$ cat src/rtl/fifo_rptr_empty.sv
// fifo_rptr_empty: read pointer, empty/almost_empty, fill level and underflow for a dual-clock FIFO
module fifo_rptr_empty #(
  parameter int DEPTH = 8,
  parameter int AEMPTY_TH = 2,
  localparam int AW = $clog2(DEPTH)
) (
  input  logic          r_clk,
  input  logic          rst,
  input  logic          r_en,
  input  logic [AW:0]   rsync_ptr2,
  output logic [AW-1:0] raddr,
  output logic [AW:0]   rptr,
  output logic          empty,
  output logic          almost_empty,
  output logic [AW:0]   r_level,
  output logic          underflow
);
  logic [AW:0] rbin, rbin_nxt, rgray_nxt, wbin_s, lvl_nxt;
  logic rd_ok;
  for (genvar j = 0; j <= AW; j++) begin : g_g2b
    assign wbin_s[j] = ^rsync_ptr2[AW:j];
  end
  assign rd_ok     = r_en & ~empty;
  assign rbin_nxt  = rbin + {{AW{1'b0}}, rd_ok};
  assign rgray_nxt = rbin_nxt ^ (rbin_nxt >> 1);
  assign lvl_nxt   = wbin_s - rbin_nxt;
  assign raddr     = rbin[AW-1:0];
  always_ff @(posedge r_clk) begin
    if (rst) begin
      rbin         <= '0;
      rptr         <= '0;
      empty        <= 1'b1;
      almost_empty <= 1'b1;
      r_level      <= '0;
      underflow    <= 1'b0;
    end else begin
      rbin         <= rbin_nxt;
      rptr         <= rgray_nxt;
      empty        <= rgray_nxt == rsync_ptr2;
      almost_empty <= lvl_nxt <= (AW+1)'(AEMPTY_TH);
      r_level      <= lvl_nxt;
      underflow    <= underflow | (r_en & empty);
    end
  end
  a_empty_level: assert property (@(posedge r_clk) disable iff (rst) empty == (r_level == '0));
endmodule

$ cat config.mk
export PLATFORM = sky130hd
export DESIGN_NAME = fifo_rptr_empty
export DESIGN_NICKNAME = d
export VERILOG_FILES = /design/src/rtl/fifo_rptr_empty.sv
export SDC_FILE = /design/constraint.sdc
export NUM_CORES = 1
export LEC_CHECK = 0
export ABC_CLOCK_PERIOD_IN_PS = 7320
export CAP_MARGIN = 10
export CELL_PAD_IN_SITES_DETAIL_PLACEMENT = 1
export CELL_PAD_IN_SITES_GLOBAL_PLACEMENT = 2
export CORE_ASPECT_RATIO = 0.7
export CORE_MARGIN = 5
export CORE_UTILIZATION = 30
export CTS_CLUSTER_SIZE = 8
export DETAILED_ROUTE_END_ITERATION = 7
export GPL_TIMING_DRIVEN = 0
export PLACE_DENSITY = 0.88
export SYNTH_ARGS = -nofsm -noshare
export SYNTH_HDL_FRONTEND = slang
export SYNTH_SLANG_ARGS = --single-unit
$ cat constraint.sdc
create_clock -name r_clk -period 7.32 [get_ports r_clk]
set_input_delay 2.196 -clock r_clk [delete_from_list [all_inputs] [get_ports r_clk]]
set_output_delay 2.196 -clock r_clk [all_outputs]
set_load 0.03 [all_outputs]
==> results of run 1 <==
[per-layer routing]
metal | part of all wire [%] | global-route usage (%) | up-vias
li1 | - | - | 289
met1 | 43 | 10.02 | 258
met2 | 47 | 15.98 | 15
met3 | 8.6 | 5.697 | 4
met4 | 1.5 | 4.870 | 0
met5 | 0 | 0 | -
[power groups by stage]
| stage | combinational, W | clock, W | sequential (W) |
|---|---|---|---|
| after global placement | 0.0000764 | 0 | 0.0000887 |
| after detailed placement | 0.0000770 | 0 | 0.0000892 |
| after global routing | 0.0000827 | 0.0000622 | 0.0000886 |
| after CTS | 0.0000776 | 0.0000573 | 0.0000877 |
| final | 0.0000762 | 0.0000553 | 0.0000874 |
| after floorplan | 0.0000328 | 0 | 0.000106 |
[worst register-to-register path, stage by stage (launching register included)]
cell and delay [ns]:
dfxtp_1 0.36, nor2b_1 0.06, ha_1 0.19, ha_1 0.26, xnor2_4 0.29, ha_1 0.34, nor2b_1 0.17, a311oi_2 0.31
a31o_2 0.21, a21oi_2 0.06, a211oi_2 0.18
[layout make-up]
| class | count | share of cell area [%] |
|---|---|---|
| Clock buffer | 4 | 3.576 |
| Tap cell | 34 | 4.192 |
| Inverter | 3 | 1.110 |
| Buffer | 2 | 0.8631 |
| Timing Repair Buffer | 20 | 19.73 |
| Sequential cell | 14 | 27.62 |
| Multi-Input combinational cell | 52 | 42.91 |
[cells by family after synthesis]
group / count (synthesis) / share of synthesized area, %
XOR/XNOR: 13 / 21.77
flip-flops: 14 / 38.10
adder cells (fa/ha/maj): 5 / 8.503
AND/OR/NAND/NOR: 26 / 18.88
buffers and inverters: 5 / 2.720
AO/OA/AOI/OAI: 8 / 10.03
[cell usage in the layout, fill, tap and decap left out, drive strengths merged]
| cell | instances |
|---|---|
| a211oi | 1 |
| a21o | 1 |
| a21oi | 3 |
| a311oi | 1 |
| a31o | 1 |
| buf | 1 |
| clkbuf | 5 |
| clkdlybuf4s50 | 20 |
| dfxtp | 14 |
| ha | 5 |
| inv | 3 |
| nand2 | 3 |
| nand2b | 1 |
| nand3 | 3 |
| nand4 | 2 |
| nand4b | 1 |
| nor2 | 7 |
| nor2b | 5 |
| nor3 | 1 |
| nor3b | 1 |
| o21bai | 1 |
| or2 | 1 |
| or3 | 1 |
| xnor2 | 6 |
| xnor3 | 2 |
| xor2 | 5 |
[through the flow]
stage	util, %	hold slack [ns]	cells
6_report	42.24	0.4782	129
5_1_grt	42.24	0.5370	129
4_1_cts	42.24	0.4916	129
2_1_floorplan	-	0.6221	71
3_5_place_dp	40.73	0.4713	125
3_3_place_gp	40.73	0.4502	125
[how the worst max path moves through the flow]
stage | to | depth (start not counted) | startpoint | slack, ns
global route | almost_empty | 11 | r_en | 2.65
finish | almost_empty | 11 | r_en | 2.76
floorplan | almost_empty | 10 | r_en | 3.13
detailed placement | almost_empty | 11 | r_en | 2.45
global placement | almost_empty | 11 | r_en | 2.52
CTS | almost_empty | 11 | r_en | 2.74
[flip-flops by register name, summed over array words and instances (netlist names)]
register,count
almost_empty,1
empty,1
r_level,4
rbin,3
rptr,4
underflow,1
==> flow_summary_export.csv, run 1 <==
group,metric,value,unit
yosys,yosysMostFrequentCell,"dfxtp_1",
run,max_cap_violations,0,
die,rows,15,
cells_and_area,diodes,0,
die,die_w,69.19,µm
setup_path,path_cells,"clkdlybuf4s50_1 > nor2b_1 > ha_1 > ha_1 > xnor2_4 > ha_1 > nor2b_1 > a311oi_2 > a31o_2 > a21oi_2 > a211oi_2",
global_route,grt_usage,9.746,%
clocking,root_buffer,"clkbuf_4",
worst_hold_path,hp-class,"flop to flop",
timing,worst_slew_pin_slew,0.4309,ns
clocking,cts_buffers,3,
routing,vias_per_cell,4.388,
setup_path,r2r_cells,10,
yosys,syn_nets,83,
yosys,async_flop_share,0,%
yosys,synth.cell_area,735.7,µm²
yosys,yosysTopAreaCell,"dfxtp_1",
worst_hold_path,whs_endpoint,"underflow",
setup_path,worst-endpoint-required,7.53,ns
timing,hold_violations,0,
power,powerDensity,215.7,mW/mm²
setup_path,arrival,4.77,ns
outcome,outcome,"finished clean",
global_route,grt_start_max_net_pins,11,
setup_path,cp-end-kind,"flop",
worst_hold_path,worstHoldPathCells,2,
global_route,grt-ovfl-total,0,
place,dpl_cell_area,978.4,µm²
setup_path,timing.reg2reg.setup_slack,4.81,ns
routing,drt-initial-drc-count,14,
cells_and_area,regArea,280.3,µm²
setup_path,critical_path.most_common_cell,"ha_1",
cells_and_area,drive_above_1_share,13.68,%
cells_and_area,finalNetCount,108,
timing,post-route-min-period,4.559,ns
cells_and_area,num-fill-cells,300,
clocking,clockBufferDepth,2,
timing,clock.fmax,219.4,MHz
yosys,yosysWarningCount,0,
yosys,ys_top_cells_by_area,"dfxtp_1 (38%), ha_1 (8.5%), xnor3_1 (6.1%), xnor2_1 (6.0%), xor2_1 (6.0%)",
worst_hold_path,worstHoldStart,"underflow",
power,clock_power_share,25.2,%
clocking,clkSinkCount,14,
clocking,clk_pin_slew,0.09,ns
routing,avgRoutedWirePerCell,12.15,µm
die,start_util,30.63,%
timing,report.final.slew_viol_count,0,
power,p_comb_share,34.8,%
setup_path,path_class,"input pin to flop",
die,dieArea,0.003558,mm²
yosys,syn_inst,71,
yosys,synth_top_area_share,38.10,%
place,port_buffers,20,
yosys,synth.top_cells.by_count,"dfxtp_1 (14), nor2_1 (6)",
global_route,grt_pass1_wl,2.635,mm
power,power.share.sequential,39.9,%
yosys,synth-edff-count,0,
power,peakVddDrop,0.0001325,V
die,io_pins,21,
clocking,cts.repair.resized,0,
timing,rsz0062_at_grt,"no",
setup_path,cp_top_family,"adder cells",
place,post-dp-hpwl,1.275,mm
global_route,grt_antenna_before_repair,0,
setup_path,worst_setup_path_start_kind,"input pin",
cells_and_area,design_area,0.001015,mm²
setup_path,path_buf_inv,1,
setup_path,worst_path_max_delay_cell,"clkdlybuf4s50_1",
yosys,ys_seq_area_share,38.10,%
die,core,0.002402,mm²
timing,postLayoutSetupSlackWorst,2.761,ns
timing,tns,0,ns
routing,drc,0,
yosys,yosys.cell_types.count,28,
power,sw_frac_of_total,31.64,%
yosys,ys.flop_type,"dfxtp_1",
timing,skew,0.007959,ns
power,p_int,0.0001496,W
clocking,cts_setup_buffers,0,
setup_path,cp_slowest_stage_delay,0.42,ns
timing,setup_viol,0,
routing,ant_nets,0,
timing,max-slew-margin-rel,71.27,%
setup_path,path_max_fanout,7,
clocking,htreeDepth,1,
global_route,grt_pass1_vias,573,
cells_and_area,syn2layout_area_growth,37.92,%
yosys,postSynthAreaPerCell,10.36,µm²
routing,vias,566,
die,die_h,51.43,µm
yosys,ys_ff_latch,14,
power,power.total,0.0002189,W
setup_path,reg2reg_from,"empty",
clocking,cts_tree,"built",
routing,routed_wl,1.567,mm
place,gp_congestion,0.7357,
clocking,cts_hold_buf,0,
cells_and_area,multi_input_comb_area,435.4,µm²
routing,dr.pass1.iters,3,
power,p_sw,0.00006927,W
place,pre_cts_slack,2.448,ns
clocking,clk_latency,0.28,ns
timing,finalCritPeriodShare,62.28,%
power,p_leak,0.4128,nW
setup_path,r2r_end,"almost_empty",
Note: power is estimated with default switching activity, not from simulation.
==> run 2, diff against run 1 <==
==> config.mk (replaced) <==
export PLATFORM = sky130hd
export DESIGN_NAME = fifo_rptr_empty
export DESIGN_NICKNAME = d
export VERILOG_FILES = /design/src/rtl/fifo_rptr_empty.sv
export SDC_FILE = /design/constraint.sdc
export NUM_CORES = 1
export LEC_CHECK = 0
export ABC_CLOCK_PERIOD_IN_PS = 4700
export CAP_MARGIN = 10
export CELL_PAD_IN_SITES_DETAIL_PLACEMENT = 1
export CELL_PAD_IN_SITES_GLOBAL_PLACEMENT = 2
export CORE_ASPECT_RATIO = 0.7
export CORE_MARGIN = 5
export CORE_UTILIZATION = 28
export CTS_CLUSTER_SIZE = 8
export DETAILED_ROUTE_END_ITERATION = 7
export GPL_TIMING_DRIVEN = 0
export PLACE_DENSITY = 0.83
export SYNTH_ARGS = -nofsm -noshare
export SYNTH_HDL_FRONTEND = slang
export SYNTH_SLANG_ARGS = --single-unit
==> constraint.sdc (replaced) <==
create_clock -name r_clk -period 4.7 [get_ports r_clk]
set_input_delay 1.41 -clock r_clk [delete_from_list [all_inputs] [get_ports r_clk]]
set_output_delay 1.41 -clock r_clk [all_outputs]
set_load 0.03 [all_outputs]
==> run 2 against run 1 <==
Worst setup slack got worse by 1.8 ns. Design area increased by 0.49%. Utilization is 1.4 points lower. Register-to-register slack worse by 2.6 ns. Critical path type unchanged. Clock power increased by 71%. First-iteration DRC count fell by 79%. Critical endpoint unchanged. Global-route usage down 0.13 points. Highest routed layer unchanged. Total power grew 60%. Clock skew decreased by 0.0044 ns. Worst hold slack better by 0.0015 ns. Flip-flop and latch count is the same.
==> flow_summary_export.csv, run 2 (synthesis results as in run 1) <==
group,metric,value,unit
outcome,outcome,"finished clean",
global_route,grt_pass1_wl,2.546,mm
cells_and_area,final_common_cell,"clkdlybuf4s50_1",
timing,max-slew-margin-rel,72.09,%
power,p_leak,0.4134,nW
clocking,htreeDepth,1,
global_route,grt_start_max_net_pins,11,
place,port_buffers,20,
cells_and_area,syn2layout_area_growth,38.61,%
global_route,grt-ovfl-total,0,
cells_and_area,design_area,0.001020,mm²
timing,post-route-min-period,3.783,ns
clocking,cts_setup_buffers,0,
routing,drt-initial-drc-count,3,
die,dieArea,0.003769,mm²
clocking,cts_tree,"built",
clocking,cts.repair.resized,0,
setup_path,arrival,3.92,ns
die,io_pins,21,
setup_path,worst_setup_path_start_kind,"input pin",
die,core,0.002496,mm²
clocking,clkSinkCount,14,
routing,ant_nets,0,
timing,report.final.slew_viol_count,0,
global_route,grt_usage,9.619,%
setup_path,path_class,"input pin to flop",
setup_path,path_max_fanout,7,
die,die_w,71.27,µm
routing,vias_per_cell,4.422,
routing,avgRoutedWirePerCell,12.43,µm
cells_and_area,top_regs,"r_level (4), rptr (4), rbin (3)",
routing,drc,0,
global_route,grt_antenna_before_repair,0,
routing,dr.pass1.iters,2,
timing,finalCritPeriodShare,80.50,%
die,rows,15,
place,post-dp-hpwl,1.280,mm
place,gp_congestion,0.7419,
clocking,cts_hold_buf,0,
die,start_util,29.47,%
power,powerDensity,343.3,mW/mm²
timing,skew,0.003510,ns
worst_hold_path,hp-class,"flop to flop",
cells_and_area,finalNetCount,108,
cells_and_area,drive_above_1_share,12.77,%
timing,clock.fmax,264.3,MHz
timing,rsz0062_at_grt,"no",
timing,hold_violations,0,
run,max_cap_violations,0,
clocking,clockBufferDepth,2,
power,peakVddDrop,0.0001762,V
timing,tns,0,ns
routing,routed_wl,1.591,mm
setup_path,worst-endpoint-required,4.83,ns
clocking,cts_buffers,3,
cells_and_area,diodes,0,
clocking,root_buffer,"clkbuf_8",
timing,worst_slew_pin_slew,0.4186,ns
cells_and_area,final_cell_mix,"clkdlybuf4s50_1 (20), dfxtp_1 (14), nor2_1 (6)",
die,die_h,52.89,µm
timing,setup_viol,0,
clocking,clk_latency,0.24,ns
routing,vias,566,
setup_path,cp-end-kind,"flop",
global_route,grt_pass1_vias,567,
clocking,clk_pin_slew,0.05,ns
place,dpl_cell_area,978.4,µm²
-- run 2: critical path, cell delays in order --
cell and delay (ns):
clkdlybuf4s50_1 0.42, nor2b_1 0.15, ha_1 0.20, ha_1 0.24, xnor2_4 0.27, ha_1 0.33
nor2b_1 0.17, a311oi_2 0.31, nand4_1 0.15, a21oi_2 0.20, a211oi_2 0.06
-- run 2: report_power, final --
part,internal [W],switching [W]
registers,0.000132,0.00000461
clock network,0.0000565,0.0000381
logic,0.0000543,0.0000645
-- run 2: final cells by class --
type | instances | area [µm²]
fillers | 289 | 1476
well taps | 34 | 42.54
multi-input cells | 52 | 435.4
clock buffers | 3 | 41.29
inverters | 3 | 11.26
plain buffers | 2 | 8.758
repair buffers | 20 | 200.2
flip-flops and latches | 14 | 280.3
-- run 2: layer usage --
layer,track usage [%],routed length [µm]
met2,15.70,773
met3,5.313,115
met4,5.625,35
met5,0,0
met1,9.806,667
-- run 2: path summary, 6_finish.rpt --
kind                                     end  slack (ns)       from  cells after the start
worst max-delay path            almost_empty        0.92       r_en                     11
worst min register to register     underflow        0.48  underflow                      2
worst min-delay path               underflow        0.48  underflow                      2
worst max register to register  almost_empty        2.23      empty                     10
-- run 2: per-stage QoR --
step                instances  hold WS [ns]  total power [W]  worst slack, ns  utilization, %
CTS                       128        0.4858        0.0003566           0.8956           40.85
finish                    128        0.4797        0.0003501           0.9167           40.85
detailed placement        125        0.4739        0.0002585           0.6456           39.20
global route              128        0.5246        0.0003707           0.8127           40.85
floorplan                  71        0.6221        0.0002159            1.295               -
global placement          125        0.4494        0.0002574           0.6914           39.20
==> run 3, diff against run 2 <==
--- a/config.mk
+++ b/config.mk
@@ -5,7 +5,7 @@
 export SDC_FILE = /design/constraint.sdc
 export NUM_CORES = 1
 export LEC_CHECK = 0
-export ABC_CLOCK_PERIOD_IN_PS = 4700
+export ABC_CLOCK_PERIOD_IN_PS = 3700
 export CAP_MARGIN = 10
 export CELL_PAD_IN_SITES_DETAIL_PLACEMENT = 1
 export CELL_PAD_IN_SITES_GLOBAL_PLACEMENT = 2
==> constraint.sdc (replaced) <==
create_clock -name r_clk -period 3.7 [get_ports r_clk]
set_input_delay 1.11 -clock r_clk [delete_from_list [all_inputs] [get_ports r_clk]]
set_output_delay 1.11 -clock r_clk [all_outputs]
set_load 0.03 [all_outputs]
==> results of run 3 <==
Same layout as run 2 (identical final DEF). Status: finished clean.
Among the figures that moved: setup slack after placement 0.6456 ns -> -0.05442 ns; setup slack after layout 0.9167 ns -> 0.2167 ns; register-to-register setup slack 2.23 ns -> 1.23 ns; total power 0.0003501 W -> 0.0004447 W; worst IR drop on VDD 0.0001762 V -> 0.0002238 V
==> RTL edit 1, RTL diff (flow settings as in run 3) <==
Put one more register stage on the output `underflow`, with the module's reset. The value now appears one clock later. The other outputs are not delayed to match.
--- a/src/rtl/fifo_rptr_empty.sv
+++ b/src/rtl/fifo_rptr_empty.sv
@@ -15,6 +15,8 @@
   output logic [AW:0]   r_level,
   output logic          underflow
 );
+
+  logic underflow_s0;
   logic [AW:0] rbin, rbin_nxt, rgray_nxt, wbin_s, lvl_nxt;
   logic rd_ok;
   for (genvar j = 0; j <= AW; j++) begin : g_g2b
@@ -32,16 +34,24 @@
       empty        <= 1'b1;
       almost_empty <= 1'b1;
       r_level      <= '0;
-      underflow    <= 1'b0;
+      underflow_s0 <= 1'b0;
     end else begin
       rbin         <= rbin_nxt;
       rptr         <= rgray_nxt;
       empty        <= rgray_nxt == rsync_ptr2;
       almost_empty <= lvl_nxt <= (AW+1)'(AEMPTY_TH);
       r_level      <= lvl_nxt;
-      underflow    <= underflow | (r_en & empty);
+      underflow_s0 <= underflow_s0 | (r_en & empty);
     end
   end
   a_empty_level: assert property (@(posedge r_clk) disable iff (rst) empty == (r_level == '0));
+  always_ff @(posedge r_clk) begin
+    if (rst) begin
+      underflow <= '0;
+    end else begin
+      underflow <= underflow_s0;
+    end
+  end
+
 endmodule
 
Check against the original RTL: not equivalent (Yosys sat finds a counterexample within 4 cycles, from zero or initial values and one cycle with rst high).
==> RTL edit 1 against run 3 <==
Total power rose by 6.2%. Sequential cell count rose by 1. Largest cell class unchanged. Critical path type unchanged. Utilization rose by 0.73 points. Clock skew barely moved. Sequential power rose by 6%. Area after synthesis rose by 3.6%. Register-to-register slack got worse by 0.05 ns. Cell count rose by 2.3%. Worst setup slack got worse by 0.016 ns. Final area rose by 3.3%. Routed wire length rose by 6.2%.
==> RTL edit 1: results (changes against run 3) <==
1st-iter DRT viols = 21 (+18)
worst hold path type = flop to flop
routed wl met3 = 154 microns (+34%)
fin nets = 110 (+1.9%)
sequential cell area fraction in the yosys report = 0.394 (+0.0131)
antenna violations before repair = 0 (unchanged)
Clock Latency Late Sink = 0.25 ns
met2 WL post-DR = 642 microns (-17%)
crit-path leading delay family = adder cells
status = complete, no violations
adder-cell share of the synthesized area = 0.0821 (-0.00293)
Critical R2R Capture = almost_empty
Design Power = 472 uW (+6.2%)
fraction of the mapped netlist area in compound gates = 0.0969 (-0.00346)
Net Count, Synth = 85 (+2.4%)
Post-DP HPWL = 1330 microns (+4.0%)
post-CTS resize count = 0 (unchanged)
xor/xnor share of the synthesized area = 0.210 (-0.00751)
Worst-Margin Slew = 0.444 ns (+0.0258 ns)
Mean Syn Cell Area = 10.4 sq um (+0.73%)
# diodes = 0 (unchanged)
routing usage on met1 = 0.130 (+0.0317)
list of most frequent post-synthesis cells = 15 x dfxtp_1, 6 x nor2_1, 6 x nor2b_1
leakage power = 0.424 nW (+2.5%)
vias in the first global route = 643 (+13%)
Final period util = 0.946 (+0.00440)
Psw = 149 uW (+9.4%)
wire per inst = 12.9 microns (+3.8%)
share of layout cells above drive strength 1 = 0.134 (+0.00636)
Place WS = -0.0691 ns (-0.0147 ns)
Via Count = 582 (+2.8%)
met2 Use GR = 0.136 (-0.0211)
Overall Global Routing Usage = 0.0978 (+0.00163)
Placer Congestion = 0.737 (-0.71%)
met3 Use GR = 0.0522 (-0.000892)
drt pass-1 iters = 4 (+2)
largest cells by area after synthesis = dfxtp_1 39%, ha_1 8.2%, xnor3_1 5.9%
post-synthesis mux area share = 0 (unchanged)
Logic pwr share = 0.323 (-0.017)
global-route wire length before repair = 2860 microns (+12%)
Reg2Reg Setup Slack = 1.18 ns (-0.05 ns)
DRT met1 WL = 884 microns (+33%)
Max FO, Critical Path = 7 (unchanged)
clock skew = 0.00385 ns (+0.000335 ns)
vias per std cell = 4.44 (+0.47%)
Placed Instances = 127 (+1.6%)
Worst VDD drop = 0.256 mV (+15%)
dpl cell area = 0.00100 sq mm (+2.7%)
Clock power frac = 0.286 (+0.016)
critical path's slowest cell = clkdlybuf4s50_1
Top Metal Used = met4
## RTL edit 1: changes by cell type in the layout (fill, tap and decap cells not counted)
cell and change:
clkinvlp_4 +1, nor2b_1 +1, dfxtp_1 +1
## RTL edit 1: worst min path at each step
stage          slack [ns]          from            to  depth (start not counted)
3_3_place_gp         0.45  underflow_s0  underflow_s0                          2
6_report             0.47  underflow_s0  underflow_s0                          2
2_1_floorplan        0.43  underflow_s0  underflow_s0                          2
5_1_grt              0.49  underflow_s0     underflow                          1
4_1_cts              0.48  underflow_s0     underflow                          1
3_5_place_dp         0.46  underflow_s0  underflow_s0                          2
## RTL edit 1: cell type report
class,count,area (sq um)
plain buffers,2,8.76
repair buffers,20,200
fillers,298,1480
flip-flops and latches,15,300
clock inverters,1,7.51
inverters,3,11.3
multi-input cells,53,442
clock buffers,3,41.3
well taps,34,42.5
==> RTL edit 2, RTL diff (config.mk and constraints of run 3) <==
Made on the original files. `DEPTH`: 8 -> 16.
--- a/src/rtl/fifo_rptr_empty.sv
+++ b/src/rtl/fifo_rptr_empty.sv
@@ -1,6 +1,6 @@
 // fifo_rptr_empty: read pointer, empty/almost_empty, fill level and underflow for a dual-clock FIFO
 module fifo_rptr_empty #(
-  parameter int DEPTH = 8,
+  parameter int DEPTH = 16,
   parameter int AEMPTY_TH = 2,
   localparam int AW = $clog2(DEPTH)
 ) (
Ports: changed (resized r_level, raddr, rptr and rsync_ptr2); port bits go from 21 to 25. No check against the original RTL was run, so the function may have changed too.
==> RTL edit 2 against run 3 <==
Worst setup slack got worse by 0.023 ns. Area after synthesis rose by 43%. Sequential cell count rose by 3. Final area rose by 42%. Routed wire length rose by 47%. Total power rose by 34%. Worst hold slack improved by 0.014 ns. Global-route usage rose by 0.38 points. Critical path type unchanged. Critical endpoint unchanged. Largest cell class unchanged.
==> RTL edit 2: results (changes against run 3) <==
routing usage on met1 = 0.128 (+0.0302)
drt pass-1 iters = 4 (+2)
fin nets = 153 (+42%)
DRT Wirelength = 2330 microns (+47%)
final slew viol count = 0 (unchanged)
Regs by FF count = r_level x5, rptr x5, rbin x4
Sequential Power Share = 0.348 (-0.042)
Overall Global Routing Usage = 0.100 (+0.00381)
worst hold path type = flop to flop
Design Power = 596 uW (+34%)
Reg2Reg Setup Slack = 1.18 ns (-0.05 ns)
# port buffers = 24 (+20%)
leakage power = 0.552 nW (+34%)
met2 Use GR = 0.170 (+0.0131)
Psw = 201 uW (+47%)
fin crit period = 3.51 ns (+0.0226 ns)
share of layout cells above drive strength 1 = 0.167 (+0.0390)
Layout Cells excl Fill = 188 (+47%)
Post-DP HPWL = 1860 microns (+45%)
crit-path leading delay family = XOR/XNOR gates
Synth cell types = 33 (+18%)
1st-iter DRT viols = 10 (+7)
reg2reg path depth = 12 (+2)
Worst-Margin Slew = 0.490 ns (+0.0718 ns)
met3 Use GR = 0.0107 (-0.0424)
worst r2r src = empty
Placed Instances = 180 (+44%)
vias in the first global route = 841 (+48%)
sequential cell area fraction in the yosys report = 0.324 (-0.0568)
dpl cell area = 0.00135 sq mm (+38%)
Via Count = 819 (+45%)
Clk power = 135 uW (+12%)
global-route wire length before repair = 4050 microns (+59%)
Placer Congestion = 0.718 (-3.2%)
Hold WS = 0.494 ns (+0.0140 ns)
Net Count, Synth = 120 (+45%)
Place WS = -0.328 ns (-0.274 ns)
routed wl met3 = 86 microns (-25%)
crit path from = rsync_ptr2[4]
met2 WL post-DR = 1050 microns (+36%)
crit path DAT = 3.67 ns (+0.05 ns)
Mean Syn Cell Area = 9.90 sq um (-4.4%)
DRT met1 WL = 1170 microns (+75%)
Worst-path clk slew = 0.06 ns
Worst VDD drop = 0.126 mV (-44%)
list of most frequent post-synthesis cells = 17 x dfxtp_1, 15 x nor2_1, 11 x xnor2_1, 8 x xor2_1, 6 x ha_1
largest cells by area after synthesis = dfxtp_1 32%, xnor2_1 9.2%, ha_1 7.2%
delay of the slowest critical-path stage = 0.55 ns (+0.13 ns)
status = complete, no violations
clock skew = 0.00434 ns (+0.000832 ns)
==> RTL edit 2: kinds of logic after synthesis <==
kind of cell	after synthesis	share of synthesized area
mux	2	0.0203
fa+ha+maj	6	0.0715
xor+xnor	25	0.284
simple gates	34	0.154
buf+inv	5	0.0191
flops	17	0.324
compound gates	17	0.128
==> RTL edit 2: final cells by class <==
| type | count | area [sq um] |
|---|---|---|
| Clock buffer | 4 | 45.0 |
| Sequential cell | 17 | 340 |
| Buffer | 3 | 13.8 |
| Timing Repair Buffer | 28 | 270 |
| Tap cell | 50 | 62.6 |
| Inverter | 2 | 7.51 |
| Fill cell | 436 | 2110 |
| Multi-Input combinational cell | 84 | 711 |
==> RTL edit 2: repair_timing <==
item	in CTS	in global routing
resized for setup	2	2
setup endpoints to repair	1	1
pin swaps	1	2
setup buffers	0	4
